`src/rtl/morse_blink_tx.sv`:
```
// Morse symbol player: dot/dash/gap symbols in, timed LED mark/space out.
// One symbol at a time over valid/ready; all timing in units of UNIT_CYCLES.
module morse_blink_tx #(
    parameter int CLK_FREQ    = 12_000_000,
    parameter int UNIT_CYCLES = CLK_FREQ / 5,
    parameter int COUNT_BITS  = 24
) (
    input  logic       CLK,
    input  logic       RST_N,
    input  logic [1:0] SYM,
    input  logic       SYM_VALID,
    output logic       SYM_READY,
    output logic       LED,
    output logic       BUSY
);

    typedef enum logic [1:0] {
        S_IDLE,
        S_MARK,
        S_SPACE
    } state_t;

    localparam logic [COUNT_BITS-1:0] CYC_LAST = COUNT_BITS'(UNIT_CYCLES - 1);

    state_t                state;
    state_t                state_nx;
    logic [COUNT_BITS-1:0] cycle_cnt;
    logic [COUNT_BITS-1:0] cycle_nx;
    logic [2:0]            unit_cnt;
    logic [2:0]            unit_nx;
    logic [2:0]            last_unit;
    logic [2:0]            last_nx;
    logic                  take;
    logic                  unit_end;
    logic                  phase_end;

    assign take      = SYM_VALID & SYM_READY;
    assign unit_end  = (cycle_cnt == CYC_LAST);
    assign phase_end = unit_end && (unit_cnt == last_unit);

    always_ff @(posedge CLK or negedge RST_N) begin
        if (!RST_N) begin
            state     <= S_IDLE;
            cycle_cnt <= '0;
            unit_cnt  <= '0;
            last_unit <= '0;
            LED       <= 1'b0;
            BUSY      <= 1'b0;
            SYM_READY <= 1'b0;
        end else begin
            state     <= state_nx;
            cycle_cnt <= cycle_nx;
            unit_cnt  <= unit_nx;
            last_unit <= last_nx;
            LED       <= (state_nx == S_MARK);
            BUSY      <= (state_nx != S_IDLE);
            SYM_READY <= (state_nx == S_IDLE);
        end
    end

    // last_unit holds N-1 for the running phase, so no multiply is needed
    always_comb begin
        state_nx = state;
        cycle_nx = cycle_cnt;
        unit_nx  = unit_cnt;
        last_nx  = last_unit;
        unique case (state)
            S_IDLE: begin
                cycle_nx = '0;
                unit_nx  = '0;
                if (take) begin
                    unique case (SYM)
                        2'b00: begin state_nx = S_MARK;  last_nx = 3'd0; end
                        2'b01: begin state_nx = S_MARK;  last_nx = 3'd2; end
                        2'b10: begin state_nx = S_SPACE; last_nx = 3'd2; end
                        default: begin state_nx = S_SPACE; last_nx = 3'd6; end
                    endcase
                end
            end
            S_MARK, S_SPACE: begin
                if (phase_end) begin
                    cycle_nx = '0;
                    unit_nx  = '0;
                    last_nx  = 3'd0;
                    state_nx = (state == S_MARK) ? S_SPACE : S_IDLE;
                end else if (unit_end) begin
                    cycle_nx = '0;
                    unit_nx  = unit_cnt + 3'd1;
                end else begin
                    cycle_nx = cycle_cnt + COUNT_BITS'(1);
                end
            end
            default: begin
                state_nx = S_IDLE;
                cycle_nx = '0;
                unit_nx  = '0;
            end
        endcase
    end

endmodule

```
`config.mk`:
```
export PLATFORM = sky130hd
export DESIGN_NAME = morse_blink_tx
export DESIGN_NICKNAME = d
export VERILOG_FILES = /design/src/rtl/morse_blink_tx.sv
export SDC_FILE = /design/constraint.sdc
export NUM_CORES = 1
export LEC_CHECK = 0
export CAP_MARGIN = 10
export CELL_PAD_IN_SITES_DETAIL_PLACEMENT = 0
export CELL_PAD_IN_SITES_GLOBAL_PLACEMENT = 2
export CORE_ASPECT_RATIO = 1.2
export CORE_MARGIN = 5
export CORE_UTILIZATION = 30
export DETAILED_ROUTE_END_ITERATION = 16
export PLACE_DENSITY = 0.64
export SYNTH_ARGS = -nofsm -noshare
export SYNTH_HDL_FRONTEND = slang
export SYNTH_SLANG_ARGS = --single-unit
```
`constraint.sdc`:
```
create_clock -name CLK -period 2.46 [get_ports CLK]
set_input_delay 0.492 -clock CLK [delete_from_list [all_inputs] [get_ports CLK]]
set_output_delay 0.492 -clock CLK [all_outputs]
set_load 0.02 [all_outputs]
```
### Word-level counts from Yosys, hierarchy flattened

Index checks and enable logic that the tools add are counted.

| word-level totals | value |
|---|---|
| register bits | 35 |
| bits in latches | 0 |
| RAM bits | 0 |
| memory bits (read-only) | 0 |
| input bits | 5 |
| output and inout port bits | 3 |
| word-level logic and storage cells | 45 |
| memories | 0 |

| operators by class | value |
|---|---|
| $add $sub $neg | 2 |
| $mul | 0 |
| divide/modulo/power cells | 0 |
| $lt $le $gt $ge | 0 |
| equality and inequality tests | 10 |
| shift operators | 0 |
| multiplexer cells | 15 |
| bitwise operators | 1 |
| reduce and logical (&&, ||, !) cells | 10 |

Operators with widths:

| cell | count |
|---|---|
| $mux W24 | 3 |
| $add A24 B1 Y24 const B | 1 |
| $eq A24 B22 Y1 const B | 1 |
| $mux W3 | 5 |
| $pmux W3 S2 | 2 |
| $mux W2 | 4 |
| $eq A2 B1 Y1 const B | 3 |
| $logic_not A2 Y1 | 3 |
| $reduce_or A2 Y1 | 3 |
| $eq A2 B2 Y1 const B | 2 |
| $ne A2 B2 Y1 const B | 2 |
| $pmux W2 S2 | 1 |
| $reduce_bool A2 Y1 | 2 |
| $add A3 B1 Y3 const B | 1 |
| $eq A3 B3 Y1 | 1 |
| $ne A3 B3 Y1 const B | 1 |
| $reduce_and A3 Y1 | 1 |
| $and A1 B1 Y1 | 1 |
| $logic_and A1 B1 Y1 | 1 |

### Logic depth before layout (Yosys ltp)

Gate-level depths: netlist of run 1.

| logic depth | value |
|---|---|
| depth in word-level cells | 6 |
| mapped depth | 9 |
| mapped depth without buffers | 6 |

### Least setup slack after synthesis of run 1

OpenSTA, ideal clock, no wires.

| path | value |
|---|---|
| path type | register -> register |
| start point | reg cycle_cnt[0] |
| end point | reg LED |
| library setup time | 0.080 ns |
| data arrival time | 1.760 ns |
| required time | 2.380 ns |
| path slack | 0.620 ns |
| cell stages (with the launch flop) | 9 |
| buffers on the path | 2 |
| clock period less this slack | 1.840 ns |
| cells stage by stage | dfrtp_1 ha_1 and3_2 and2_4 buf_6 and2_4 buf_6 a211oi_4 nor3b_2 |

| on the way | value |
|---|---|
| cells in the longest elaborated chain, start to end | 5 |

RTL lines:

| what | RTL line | RTL |
|---|---|---|
| from (decl) | 27 | `logic [COUNT_BITS-1:0] cycle_cnt;` |
| from (signal assigned) | 52 | `cycle_cnt <= cycle_nx;` |
| $eq A24 B22 Y1 | 38 | `assign unit_end = (cycle_cnt == CYC_LAST);` |
| $logic_and A1 B1 Y1 | 39 | `assign phase_end = unit_end && (unit_cnt == last_unit);` |
| $mux W2 | 81 | `if (phase_end) begin` |
| $pmux W2 S2 | 67 | `unique case (state)` |
| $eq A2 B1 Y1 | 55 | `LED <= (state_nx == S_MARK);` |
| to (signal assigned) | 55 |  |
| to (decl) | 13 | `output logic LED,` |

Every way passes these cells.
A chain may end at the register's enable or synchronous reset.

### Worst setup path in the final report of run 1

| path | value |
|---|---|
| start point | reg cycle_cnt[0] |
| end point | reg SYM_READY |

| on the way | value |
|---|---|
| cells in the longest elaborated chain, start to end | 5 |

RTL lines:

| what | RTL line | RTL |
|---|---|---|
| $eq A24 B22 Y1 | 38 |  |
| $logic_and A1 B1 Y1 | 39 |  |
| $mux W2 | 81 |  |
| $pmux W2 S2 | 67 |  |
| $logic_not A2 Y1 | 57 | `SYM_READY <= (state_nx == S_IDLE);` |
| to (signal assigned) | 57 |  |
| to (decl) | 12 | `output logic SYM_READY,` |

Every way passes these cells.

==> results of run 1 <==
routing by layer:
metal  global-route usage, %  wire [um]  up-vias
met5                       0          0        -
met4                    4.08         53        0
met3                    3.31         98        7
met2                    19.0       1800       14
met1                    12.7       1680      628
li1                        -          -      634
cells in the mapped netlist (2+ instances only):
library cell	instances	area, sq um
nand3_1	9	45.0
o22ai_1	2	12.5
o21ai_0	3	15.0
ha_1	5	62.6
nor2_1	32	120
a21o_2	2	17.5
and2_4	2	17.5
nor4_1	3	18.8
and3_2	3	22.5
nor3_1	9	45.0
a21oi_1	7	35.0
and4_2	2	20.0
nand4_1	2	12.5
xor2_1	10	87.6
xnor2_1	15	131
nor4b_1	3	26.3
nand2_1	8	30.0
buf_6	5	56.3
mux2i_1	3	30.0
inv_1	10	37.5
dfrtp_1	34	851
flip-flops by register name (all words and copies together), names as in the netlist:
| name | cells |
|---|---|
| cycle_cnt | 24 |
| SYM_READY | 1 |
| LED | 1 |
| state | 2 |
| unit_cnt | 3 |
| BUSY | 1 |
| last_unit | 2 |
final timing paths:
check,cells after the start,to,slack [ns]
max,6,SYM_READY$_DFF_PN0_,0.49
min,1,cycle_cnt[0]$_DFF_PN0_,0.55
max reg2reg,6,SYM_READY$_DFF_PN0_,0.49
min reg2reg,1,cycle_cnt[0]$_DFF_PN0_,0.55
max in group asynchronous,2,state[0]$_DFF_PN0_,1.51
min in group asynchronous,2,cycle_cnt[15]$_DFF_PN0_,0.62
stage by stage:
stage,worst slack [ns],hold slack [ns],power (mW)
floorplan,0.620,0.196,0.570
global placement,0.504,0.517,0.590
detailed placement,0.464,0.540,0.591
CTS,0.475,0.548,1.03
global route,0.331,0.598,1.06
finish,0.493,0.550,1.01
worst register-to-register path: stages, from the launching register on:
cell and delay [ns]:
dfrtp_1 0.44, ha_1 0.28, and3_2 0.20, and2_4 0.19, a31oi_1 0.30, a22oi_1 0.21, a21o_2 0.23
where the power goes:
| part | total, mW | switching [mW] | internal (mW) |
|---|---|---|---|
| Clock | 0.426 | 0.201 | 0.226 |
| Sequential | 0.559 | 0 | 0.559 |
| Combinational | 0.0201 | 0.0130 | 0.00705 |
| Total | 1.01 | 0.214 | 0.792 |
logic make-up (layout without fill, tap and decap cells):
group                    Yosys count  count (layout)  synth area share, %
AO/OA/AOI/OAI                     17              17                 6.28
XOR/XNOR                          25              25                 12.1
adder cells (fa/ha/maj)            5               5                 3.45
buffers and inverters             15              27                 5.18
flip-flops                        34              34                 47.0
multiplexers                       3               3                 1.66
AND/OR/NAND/NOR                   82              82                 24.4
final cells by class:
class / count / area [sq um]
well taps: 82 / 103
clock inverters: 1 / 5.00
clock buffers: 7 / 86.3
multi-input cells: 132 / 867
inverters: 10 / 37.5
fillers: 640 / 3940
flip-flops and latches: 34 / 851
repair buffers: 9 / 85.1
==> metrics, run 1 <==
status=finished, final reports clean; Ant. Diodes=0; initial antenna violation count=0; Syn Inst Count=approximately 180; CTS HTree Levels=2; Post-Syn Area=0.00181 sq mm; DR pass1 iterations=4; initial detailed-routing violation count=36; critical path class=reg -> reg; worst hold-check path type=reg -> reg; layout cells sized above 1=11.9%; Port Buffers=7; Final Net Count=202; HPWL Detailed=2530 um; CP startpoint kind=flip-flop; ys flop type=dfrtp_1; Slew Limit Fails=0; Worst-path clk slew=0.07 ns; IO Count=8; worst vdd ir=0.000222 V; core footprint=0.00597 sq mm; most common cell after layout, fill and taps aside=dfrtp_1; worst-margin pin slew=0.458 ns; RSZ-0062 raised after global routing=false; CTS root buf=clkbuf_8; EDFF count, synth=0; crit path DAT=2.14 ns; drt wl/cell=13.2 um; Area Overhead vs Synth=12.3%; GP Congestion=0.822; Crit-path slowest cell=dfrtp_1; final setup vio count=0; synth warn=0; Die Wd=80.9 um; pin count of the biggest net entering global routing=35; max frequency=about 0.51 GHz; post-route ant nets=0; CTS Hold Bufs=0; Worst Path Required=between 2 and 3 ns; leakage=0.890 nW; utilization after layout=34.1%; synth unique cells=33; hold wc startpoint=cycle_cnt[0]$_DFF_PN0_; sequential area share after synthesis=a little under half; # clock sinks=34; crit path launch=cycle_cnt[0]$_DFF_PN0_; mean post-synth cell area=10.0 sq um; vias in the first global route=1404; DRC errors left=0; TNS Setup=0 ns; CTS tree=built; first-pass GRT wire length=6510 um; Tmin final=~2.0 ns; Hold Violations, Final=0; CP endpoint kind=flip-flop; Crit path largest cell delay=approximately 0.44 ns; crit share post-route=between 70% and 80%; Rows=31; post-CTS setup buffers=0; via count=around 1300; commonest cells after routing, fill and taps aside=dfrtp_1 (34), nor2_1 (32), xnor2_1 (15); cell area power density=around 490 mW/mm^2; Rel. slew slack=69.5%; cell family with most CP delay=compound AO/OA/AOI/OAI gates; post-route design area=0.00203 sq mm; max-capacitance violation count=0; clk buf depth=2; clk_lat worst skew=0.28 ns; Reg-to-Reg Start=cycle_cnt[0]$_DFF_PN0_; fraction of registers with async set/reset=100%; clock skew=between 0.007 and 0.008 ns; post-route insts no fill=275; GR Overflow Total=0; Via-to-Cell Ratio=4.67; DIE HEIGHT=95.1 um; die area=~0.0077 sq mm; CTS Buf Count=5; dpl cell area=0.00194 sq mm; critical-path cell list=ha_1 -> and3_2 -> and2_4 -> a31oi_1 -> a22oi_1 -> a21o_2; Post-Place Cells=between 200 and 300; register bit count reported by yosys=34; CP Buf/Inv Count=0; gr usage total=11.0%; syn nets=191; Post-CTS Resized=0; crit-path max FO=7; Starting Density=between 30% and 40%; final wirelength=approximately 3600 um
Power figures use the tool's default switching activity.
==> run 2: changes to the inputs <==
Settings changed: PLACE_DENSITY 0.64 to 0.66.
Clock period 2.46 ns to 1.8 ns, I/O delays scaled along.
==> run 2 against run 1 <==
Effect of this change: count of clock-buffer cells in the layout unchanged; sequential cell count unchanged; routed wire length is 5.3% higher; largest cell class unchanged.
==> metrics, run 2 (same netlist as run 1, synthesis figures left out) <==
CTS HTree Levels=2 (unchanged); crit share post-route=96.6% (+17 points); DR pass1 iterations=4 (unchanged); Port Buffers=7 (unchanged); DP Worst Slack=-0.0240 ns (-0.488 ns); Crit-path slowest cell=dfrtp_1; Largest register FFs=24 (unchanged); GR Overflow Total=0 (unchanged); via count=1389 (+8.3%); R2R depth=5 (-1); DIE HEIGHT=95.1 um (unchanged); Rel. slew slack=69.9% (+0.44 points); core footprint=0.00597 sq mm (unchanged); hold_ws=0.491 ns (-0.0592 ns); Crit path top cell by count=a21oi_1; commonest cells after routing, fill and taps aside=dfrtp_1 (34), nor2_1 (32), buf_4 (23); Worst-path clk slew=0.07 ns (about the same); DRC errors left=0 (unchanged); CP startpoint kind=flip-flop; CTS Hold Bufs=0 (unchanged); post-route ant nets=0 (unchanged); Worst Path Required=2.01 ns (-0.62 ns); Rows=31 (unchanged); Area Overhead vs Synth=24.2%; r2r endpoint=unit_cnt[2]$_DFFE_PN0P_; initial antenna violation count=0 (unchanged); layout cells sized above 1=24.7% (+13 points); max-capacitance violation count=0 (unchanged); cell family with most CP delay=simple AND/OR/NAND/NOR gates; final wirelength=3820 um (+5.3%); clock skew=0.00691 ns (-0.000479 ns); Ant. Diodes=0 (unchanged); # clock sinks=34 (unchanged); Reg-to-Reg Start=cycle_cnt[14]$_DFF_PN0_; status=finished, final reports clean; die area=0.00770 sq mm (unchanged); critical-path cell list=nor4b_1 -> and4_4 -> a21oi_1 -> or3_1 -> a21oi_1; post-route design area=0.00225 sq mm (+11%); Final WS setup=0.0621 ns (-0.431 ns); Final Net Count=224 (+11%); r2r setup slk=0.06 ns (-0.43 ns); Slew Limit Fails=0 (unchanged); grt met1 use=13.4% (+0.65 points); gr usage total=10.9% (-0.081 points); GRT busiest layer=met2; critical path class=reg -> reg; pin count of the biggest net entering global routing=35 (unchanged); vias in the first global route=1418 (+1.0%); worst-margin pin slew=0.451 ns (-0.00667 ns); routing usage on met3=2.93% (-0.38 points); Crit path largest cell delay=0.42 ns (-0.02 ns); CTS root buf=clkbuf_8; final setup vio count=0 (unchanged); Largest Register=cycle_cnt; max frequency=0.575 GHz (+13%); cell area power density=610 mW/mm^2 (+23%); worst hold-check path type=in -> async; clk_lat worst skew=0.28 ns (about the same); Tmin final=1.74 ns (-0.229 ns); worst vdd ir=0.000231 V (+3.8%); clk buf depth=2 (unchanged); initial detailed-routing violation count=41 (+14%); Hold Violations, Final=0 (unchanged); crit path DAT=1.95 ns (-0.19 ns); first-pass GRT wire length=6520 um (+0.22%); HPWL Detailed=2680 um (+5.8%); GP Congestion=0.741 (-9.9%); Die Wd=80.9 um (unchanged); RSZ-0062 raised after global routing=true; drt wl/cell=12.9 um (-2.5%); post-CTS setup buffers=0 (unchanged); Starting Density=30.3% (unchanged); CTS tree=built; Via-to-Cell Ratio=4.68 (+0.24%); most common cell after layout, fill and taps aside=dfrtp_1; registers with the most flip-flops=cycle_cnt (24), unit_cnt (3); CP endpoint kind=flip-flop; dpl cell area=0.00210 sq mm (+8.2%); IO Count=8 (unchanged); crit-path max FO=4 (-3); leakage=1.01 nW (+13%); Filler cells=626 (-2.2%); GR Util met2=17.9% (-1.0 points); CTS Buf Count=5 (unchanged); CP Buf/Inv Count=0 (unchanged)
run 2: changes by cell type in the layout (fill, tap and decap cells not counted), sizes merged:
cell / change
buf: +21
nand2b: +1
run 2: repair_timing:
| item | in CTS | in global routing |
|---|---|---|
| resized for setup | 0 | 9 |
| endpoints found under the hold margin | 0 | 0 |
| endpoints found under the setup margin | 0 | 30 |
run 2: routing by layer:
metal	share of wire, %	vias to the layer above
li1	-	678
met1	46	681
met2	49	23
met3	3.1	7
met4	1.7	0
met5	0	-
run 2: power by group:
| group | leakage (nW) | switching (mW) | internal, mW |
|---|---|---|---|
| Sequential | 0.445 | 0 | 0.764 |
| Combinational | 0.516 | 0.0175 | 0.00961 |
| Clock | 0.0482 | 0.273 | 0.309 |
run 2: final cells by class:
class,count,area [sq um],share of cell area (%)
Clock inverter,1,5.00,0.222
Inverter,10,37.5,1.67
Multi-Input combinational cell,133,925,41.1
Tap cell,82,103,4.56
Timing Repair Buffer,30,243,10.8
Clock buffer,7,86.3,3.84
Sequential cell,34,851,37.8
run 2: worst max path at each step:
stage | startpoint | to | slack [ns] | cells after the start
3_5_place_dp | SYM_VALID | LED$_DFF_PN0_ | -0.02 | 6
2_1_floorplan | cycle_cnt[0]$_DFF_PN0_ | LED$_DFF_PN0_ | 0.0003 | 8
6_report | cycle_cnt[14]$_DFF_PN0_ | unit_cnt[2]$_DFFE_PN0P_ | 0.06 | 5
5_1_grt | cycle_cnt[8]$_DFF_PN0_ | cycle_cnt[23]$_DFF_PN0_ | -0.004 | 6
4_1_cts | cycle_cnt[8]$_DFF_PN0_ | cycle_cnt[4]$_DFF_PN0_ | 0.02 | 5
3_3_place_gp | SYM_VALID | LED$_DFF_PN0_ | 0.04 | 6
run 2: metrics by stage:
stage,std cells,utilization (%),TNS (ns),power [mW]
2_1_floorplan,181,-,0,0.780
3_3_place_gp,288,35.2,0,0.806
3_5_place_dp,288,35.2,-0.0240,0.807
4_1_cts,296,36.7,0,1.39
5_1_grt,297,37.7,-0.00602,1.43
6_report,297,37.7,0,1.37
